`config.mk`:
```
export PLATFORM = sky130hd
export DESIGN_NAME = mem_initiator
export DESIGN_NICKNAME = d
export VERILOG_FILES = /design/src/rtl/mem_if_pkg.sv /design/src/rtl/mem_pattern_gen.sv /design/src/rtl/mem_initiator.sv
export SDC_FILE = /design/constraint.sdc
export NUM_CORES = 1
export LEC_CHECK = 0
export BUFFER_PORTS_ARGS = -buffer_cell sky130_fd_sc_hd__buf_2
export CAP_MARGIN = 20
export CORE_MARGIN = 2
export CORE_UTILIZATION = 55
export DETAILED_ROUTE_END_ITERATION = 8
export PLACE_DENSITY_LB_ADDON = 0.2
export SETUP_SLACK_MARGIN = 0.2
export SYNTH_ARGS = -nofsm -noshare
export SYNTH_HDL_FRONTEND = slang
export SYNTH_SLANG_ARGS = --single-unit
```
`constraint.sdc`:
```
create_clock -name clk -period 3.05 [get_ports clk]
set_clock_uncertainty 0.2 [all_clocks]
set_input_delay 0 -clock clk [delete_from_list [all_inputs] [get_ports clk]]
set_output_delay 0 -clock clk [all_outputs]
set_load 0.05 [all_outputs]
```
`src/rtl/mem_if_pkg.sv`:
```
// Shared types for the memory sweep initiator: FSM state and write/read phase encoding.
package mem_if_pkg;

    typedef enum logic [1:0] {
        ST_IDLE = 2'd0,
        ST_REQ  = 2'd1,
        ST_WAIT = 2'd2,
        ST_DONE = 2'd3
    } state_t;

    // Phase value doubles as the wr_rd request bit.
    typedef enum logic {
        PH_READ  = 1'b0,
        PH_WRITE = 1'b1
    } phase_t;

endpackage

```
`src/rtl/mem_pattern_gen.sv`:
```
// Test pattern for one location: seed XOR address, address zero-extended or truncated to WIDTH.
module mem_pattern_gen #(
    parameter int WIDTH      = 8,
    parameter int ADDR_WIDTH = 4
) (
    input  logic [WIDTH-1:0]      seed,
    input  logic [ADDR_WIDTH-1:0] addr,
    output logic [WIDTH-1:0]      pattern
);

    logic [WIDTH-1:0] addr_ext;

    generate
        if (ADDR_WIDTH >= WIDTH) begin : g_trunc
            assign addr_ext = addr[WIDTH-1:0];
        end else begin : g_ext
            assign addr_ext = {{(WIDTH-ADDR_WIDTH){1'b0}}, addr};
        end
    endgenerate

    assign pattern = seed ^ addr_ext;

endmodule

```
`src/rtl/mem_initiator.sv`:
```
// Write/read-back memory sweep initiator: writes seed^addr to every location, then reads back and checks.
// Optional macro MEM_INITIATOR_TIMEOUT_EN bounds each wait for ready to TIMEOUT cycles.
module mem_initiator
    import mem_if_pkg::*;
#(
    parameter int WIDTH      = 8,
    parameter int DEPTH      = 16,
    parameter int ADDR_WIDTH = $clog2(DEPTH),
    parameter int TIMEOUT    = 15
) (
    input  logic                  clk,
    input  logic                  rst,
    input  logic                  start,
    input  logic [WIDTH-1:0]      seed,
    output logic                  valid,
    output logic                  wr_rd,
    output logic [ADDR_WIDTH-1:0] addr,
    output logic [WIDTH-1:0]      wdata,
    input  logic [WIDTH-1:0]      rdata,
    input  logic                  ready,
    output logic                  busy,
    output logic                  done,
    output logic                  pass,
    output logic                  timeout,
    output logic [ADDR_WIDTH:0]   err_count,
    output logic [ADDR_WIDTH-1:0] first_fail_addr
);

    state_t                state_reg, state_next;
    phase_t                phase_reg, phase_next;
    logic [ADDR_WIDTH-1:0] addr_reg, addr_next;
    logic [WIDTH-1:0]      seed_reg, seed_next;
    logic                  valid_reg, valid_next;
    logic [ADDR_WIDTH:0]   err_reg, err_next;
    logic [ADDR_WIDTH-1:0] ffa_reg, ffa_next;
    logic [WIDTH-1:0]      pattern;
    logic                  timeout_flag;

    // One generator serves both the write data and the read-back expectation.
    mem_pattern_gen #(
        .WIDTH      (WIDTH),
        .ADDR_WIDTH (ADDR_WIDTH)
    ) u_pattern (
        .seed    (seed_reg),
        .addr    (addr_reg),
        .pattern (pattern)
    );

`ifdef MEM_INITIATOR_TIMEOUT_EN
    localparam int TW = $clog2(TIMEOUT + 1);
    logic [TW-1:0] tcnt_reg, tcnt_next;
    logic          timeout_reg, timeout_next;

    always_ff @(posedge clk or posedge rst) begin
        if (rst) begin
            tcnt_reg    <= '0;
            timeout_reg <= 1'b0;
        end else begin
            tcnt_reg    <= tcnt_next;
            timeout_reg <= timeout_next;
        end
    end

    assign timeout_flag = timeout_reg;
`else
    assign timeout_flag = 1'b0;
`endif

    always_ff @(posedge clk or posedge rst) begin
        if (rst) begin
            state_reg <= ST_IDLE;
            phase_reg <= PH_READ;
            addr_reg  <= '0;
            seed_reg  <= '0;
            valid_reg <= 1'b0;
            err_reg   <= '0;
            ffa_reg   <= '0;
        end else begin
            state_reg <= state_next;
            phase_reg <= phase_next;
            addr_reg  <= addr_next;
            seed_reg  <= seed_next;
            valid_reg <= valid_next;
            err_reg   <= err_next;
            ffa_reg   <= ffa_next;
        end
    end

    always_comb begin
        state_next = state_reg;
        phase_next = phase_reg;
        addr_next  = addr_reg;
        seed_next  = seed_reg;
        valid_next = 1'b0;
        err_next   = err_reg;
        ffa_next   = ffa_reg;
`ifdef MEM_INITIATOR_TIMEOUT_EN
        tcnt_next    = tcnt_reg;
        timeout_next = timeout_reg;
`endif
        case (state_reg)
            ST_IDLE, ST_DONE: begin
                if (start) begin
                    seed_next  = seed;
                    err_next   = '0;
                    ffa_next   = '0;
                    addr_next  = '0;
                    phase_next = PH_WRITE;
                    valid_next = 1'b1;
                    state_next = ST_REQ;
`ifdef MEM_INITIATOR_TIMEOUT_EN
                    timeout_next = 1'b0;
`endif
                end
            end
            ST_REQ: begin
                state_next = ST_WAIT;
`ifdef MEM_INITIATOR_TIMEOUT_EN
                tcnt_next = '0;
`endif
            end
            ST_WAIT: begin
                if (ready) begin
                    if (phase_reg == PH_READ && rdata != pattern) begin
                        if (err_reg < (ADDR_WIDTH+1)'(DEPTH))
                            err_next = err_reg + 1'b1;
                        if (err_reg == '0)
                            ffa_next = addr_reg;
                    end
                    if (addr_reg == ADDR_WIDTH'(DEPTH - 1)) begin
                        if (phase_reg == PH_WRITE) begin
                            addr_next  = '0;
                            phase_next = PH_READ;
                            valid_next = 1'b1;
                            state_next = ST_REQ;
                        end else begin
                            state_next = ST_DONE;
                        end
                    end else begin
                        addr_next  = addr_reg + 1'b1;
                        valid_next = 1'b1;
                        state_next = ST_REQ;
                    end
                end
`ifdef MEM_INITIATOR_TIMEOUT_EN
                // Counts WAIT cycles without ready; the TIMEOUT-th one gives up.
                else if (tcnt_reg == TW'(TIMEOUT - 1)) begin
                    timeout_next = 1'b1;
                    state_next   = ST_DONE;
                end else begin
                    tcnt_next = tcnt_reg + 1'b1;
                end
`endif
            end
            default: state_next = ST_IDLE;
        endcase
    end

    assign valid           = valid_reg;
    assign wr_rd           = (phase_reg == PH_WRITE);
    assign addr            = addr_reg;
    assign wdata           = pattern;
    assign busy            = (state_reg == ST_REQ) || (state_reg == ST_WAIT);
    assign done            = (state_reg == ST_DONE);
    assign pass            = done && (err_reg == '0) && !timeout_flag;
    assign timeout         = timeout_flag;
    assign err_count       = err_reg;
    assign first_fail_addr = ffa_reg;

endmodule

```
==> impl_results.md <==
- Setup violators final: 0
- Seq/Total Area, Yosys: 0.404
- Avg Inst Size Synth: about 10 um2
- Detail Route Antenna Nets: 0
- Mapped Nets: around 180
- Clock tree root buffer cell: clkbuf_4
- Internal Power: just over 800 uW
- Critical-path top delay cell: ha_1
- VDD IR max: roughly 680 uV
- Worst-Skew Late Latency: around 0.33 ns
- Routing usage on met3: 0.0249
- Yosys Warn Count: 0
- Post-synthesis cell count: ~150
- GRT met1 Usage: 0.264
- Post-Synth Adder-Cell Area: 0.0566
- Fin Hold WS: 0.125 ns
- R2R Setup Slk: between 0.5 and 0.6 ns
- Final net count: between 200 and 250
- Startpoint Class: flop
- Initial antenna violation count: 0
- WL final: 3190 um
- Final setup margin: slightly above 0.5 ns
- GRT Total Usage: 0.205
- Status: completed
- Vias in the first global route: 1164
- Global route overflow: 0
- # rows: 19
- Setup crit end: err_count[2]
- FFs w/ async S/R, synth: 1.00
- Core area: 2710 um2
- Largest net degree at the start of global routing: 26
- Final hold viol count: 0
- R2r endpoint: err_count[2]
- Syn Std Cell Area: 1550 um2
- Clk pwr share: 0.089
- Cell variety after synth: 44
- First-pass GRT wire length: 5240 um
- Slew HR: 0.369
- CP endpoint kind: flop
- Initial Utilization: 0.571
- ANT cells: 0
- FF+latch count, synth: 25
- Worst-path maximum fanout: 22
- Primary FF master, synth: dfrtp_1
- Die footprint: roughly 3300 um2
- Post-Synth XOR/XNOR Area: 0.0914
- Cts repair resizes: 0
- Comb pwr share: 0.619
- Net Sw Power: 874 uW
- Proportion of layout cells with a drive suffix above 1: 0.338
- Clock slew at reported path FFs: roughly 0.15 ns
- Setup TNS Final: 0 ns
- Average wire per standard cell: about 14 um
- Slew @ Worst Pin: 0.946 ns
- CP Data Required Time: 3.12 ns
- Min Tclk post-route: around 2.5 ns
- Post-synth EDFFs: 0
- CTS tree: done
- DRC: 0
- H-tree Lvls: 1
- DR iter-0 viols: between 40 and 50
- Crit share post-route: 0.832
- Area grow syn2layout: 22.2%
- Crit. Startpoint: state_reg[0]
- Leak: 0.000932 uW
- Reg power frac: 0.293
- Placed Cells: about 220
- Dpl hpwl: 2330 um
- Simple-gate share of the synthesized area: 0.154
- Non-Filler Instances: roughly 230
- Switching Fraction: 0.520
- CP Cell Sequence: inv_1 > ha_1 > mux2i_1 > a21o_1 > nor2_1 > or4b_1 > nand3_1
- Via density per instance: roughly 5.4
- CTS sink count: 25
- Register-to-Register Path Depth: 7
- Worst hold path type: input port to flop
- P per Cell Area: roughly 890 nW/um2
- Global routing's busiest layer: met2
- # IOs: 47
- Routing usage on met2: 0.358
- Place WS: between 0.5 and 0.6 ns
- Max FFs per register: 8
- IO Port Bufs: 45
- RSZ-0062 raised after global routing: no
- Final Wtd Congestion: roughly 0.83
- Maximum clock rate: 0.394 GHz
- TritonCTS buffer count: 3
- CTS Buffer Depth: 2
- Die X: ~57 um
- Mux cell area share after synthesis: 0.0841
- Critical path's largest stage delay: 0.62 ns
- Slew Viols, Final: 0
- WS Path Type: flop to flop
- Critical R2R Launch: state_reg[0]
- Chip height: around 57 um
- Max-cap violations: 0
- Via Count: 1242
- Combinational family with the most area after synthesis: simple AND/OR/NAND/NOR gates
- DRT Pass-1 Iters: 4
- Synth Area in Compound Gates: 0.132
- Worst EP arrival: roughly 2.6 ns
-- final cells by class --
cell class	count	area, um2
Fill cell	214	818
Clock buffer	3	22.5
Clock inverter	1	5.00
Multi-Input combinational cell	102	806
Timing Repair Buffer	57	345
Inverter	13	48.8
Sequential cell	25	626
Tap cell	31	38.8
-- synthesized netlist by cell type, drive strengths merged (2+ instances only) --
cell type	n	area [um2]
o211ai	2	15.0
a21oi	3	15.0
nand2b	4	25.0
nor2	6	25.0
a21o	3	25.0
a32o	3	32.5
xor2	2	17.5
o311ai	2	17.5
xnor3	2	46.3
nor3	2	10.0
dfrtp	25	626
mux2	8	90.1
ha	7	87.6
inv	13	48.8
buf	7	56.3
nand2	14	52.6
clkbuf	2	11.3
o21ai	8	40.0
nand3	9	45.0
mux2i	4	40.0
nor2b	2	12.5
xnor2	8	77.6
-- critical path, delay by kind of cell, from the launching register on --
kind	cells	cell delay [ns]
DFF	1	0.46
adders and majority gates	1	0.62
and+or+nand+nor	3	0.67
muxes	1	0.19
AOI/OAI and AO/OA	1	0.27
buffers and inverters	1	0.08
-- repair_timing --
| action | CTS | global route |
|---|---|---|
| endpoints found under the hold margin | 39 | 0 |
| buffers inserted | 0 | 0 |
| hold buffers | 12 | 0 |
-- stage by stage --
stage	utilization	power (uW)	cell area [um2]
2_1_floorplan	-	1380	1550
3_3_place_gp	0.644	1500	1740
3_5_place_dp	0.644	1530	1740
4_1_cts	0.698	1690	1890
5_1_grt	0.698	1770	1890
6_report	0.698	1680	1890
-- metal layers --
metal,vias up,share of wire
met4,0,0.016
met3,7,0.041
met5,-,0
met2,33,0.49
li1,616,-
met1,586,0.45
-- power by group through the flow --
stage               Combinational, uW  Clock [uW]  Sequential (uW)
finish                           1040         149              492
global route                     1100         167              503
CTS                              1050         155              491
detailed placement               1030           0              500
global placement                 1010           0              491
floorplan                         841           0              535
-- logic make-up after synthesis --
logic type | after synthesis
AOI/OAI and AO/OA | 26
xor gates and xnor gates | 12
adders and majority gates | 7
buffers and inverters | 22
DFF | 25
muxes | 12
other | 1
and+or+nand+nor | 44
-- layout by cell type, fill, tap and decap left out, types with 2 or more instances in the layout --
master,n
o211ai_1,2
a21o_2,2
o21ai_1,5
buf_2,45
nand3_1,9
xor2_1,2
nand2b_1,4
dfrtp_1,25
clkbuf_4,3
mux2i_1,4
mux2_2,8
o311ai_1,2
nand2_1,14
xnor2_1,7
a32o_2,2
nor3_1,2
inv_1,12
dlygate4sd3_1,12
nor2b_1,2
o21ai_0,3
a21oi_1,3
nor2_1,5
ha_1,7
-- worst min path at each step --
stage / start / to / cells past startpoint
after global placement: seed[4] / seed_reg[4] / 2
after global routing: rdata[7] / first_fail_addr[3] / 6
after floorplan: rst / addr[0] / 1
after detailed placement: seed[6] / seed_reg[6] / 2
after CTS: rdata[7] / first_fail_addr[2] / 6
final: rdata[7] / first_fail_addr[2] / 6
Power figures use the tool's default switching activity.
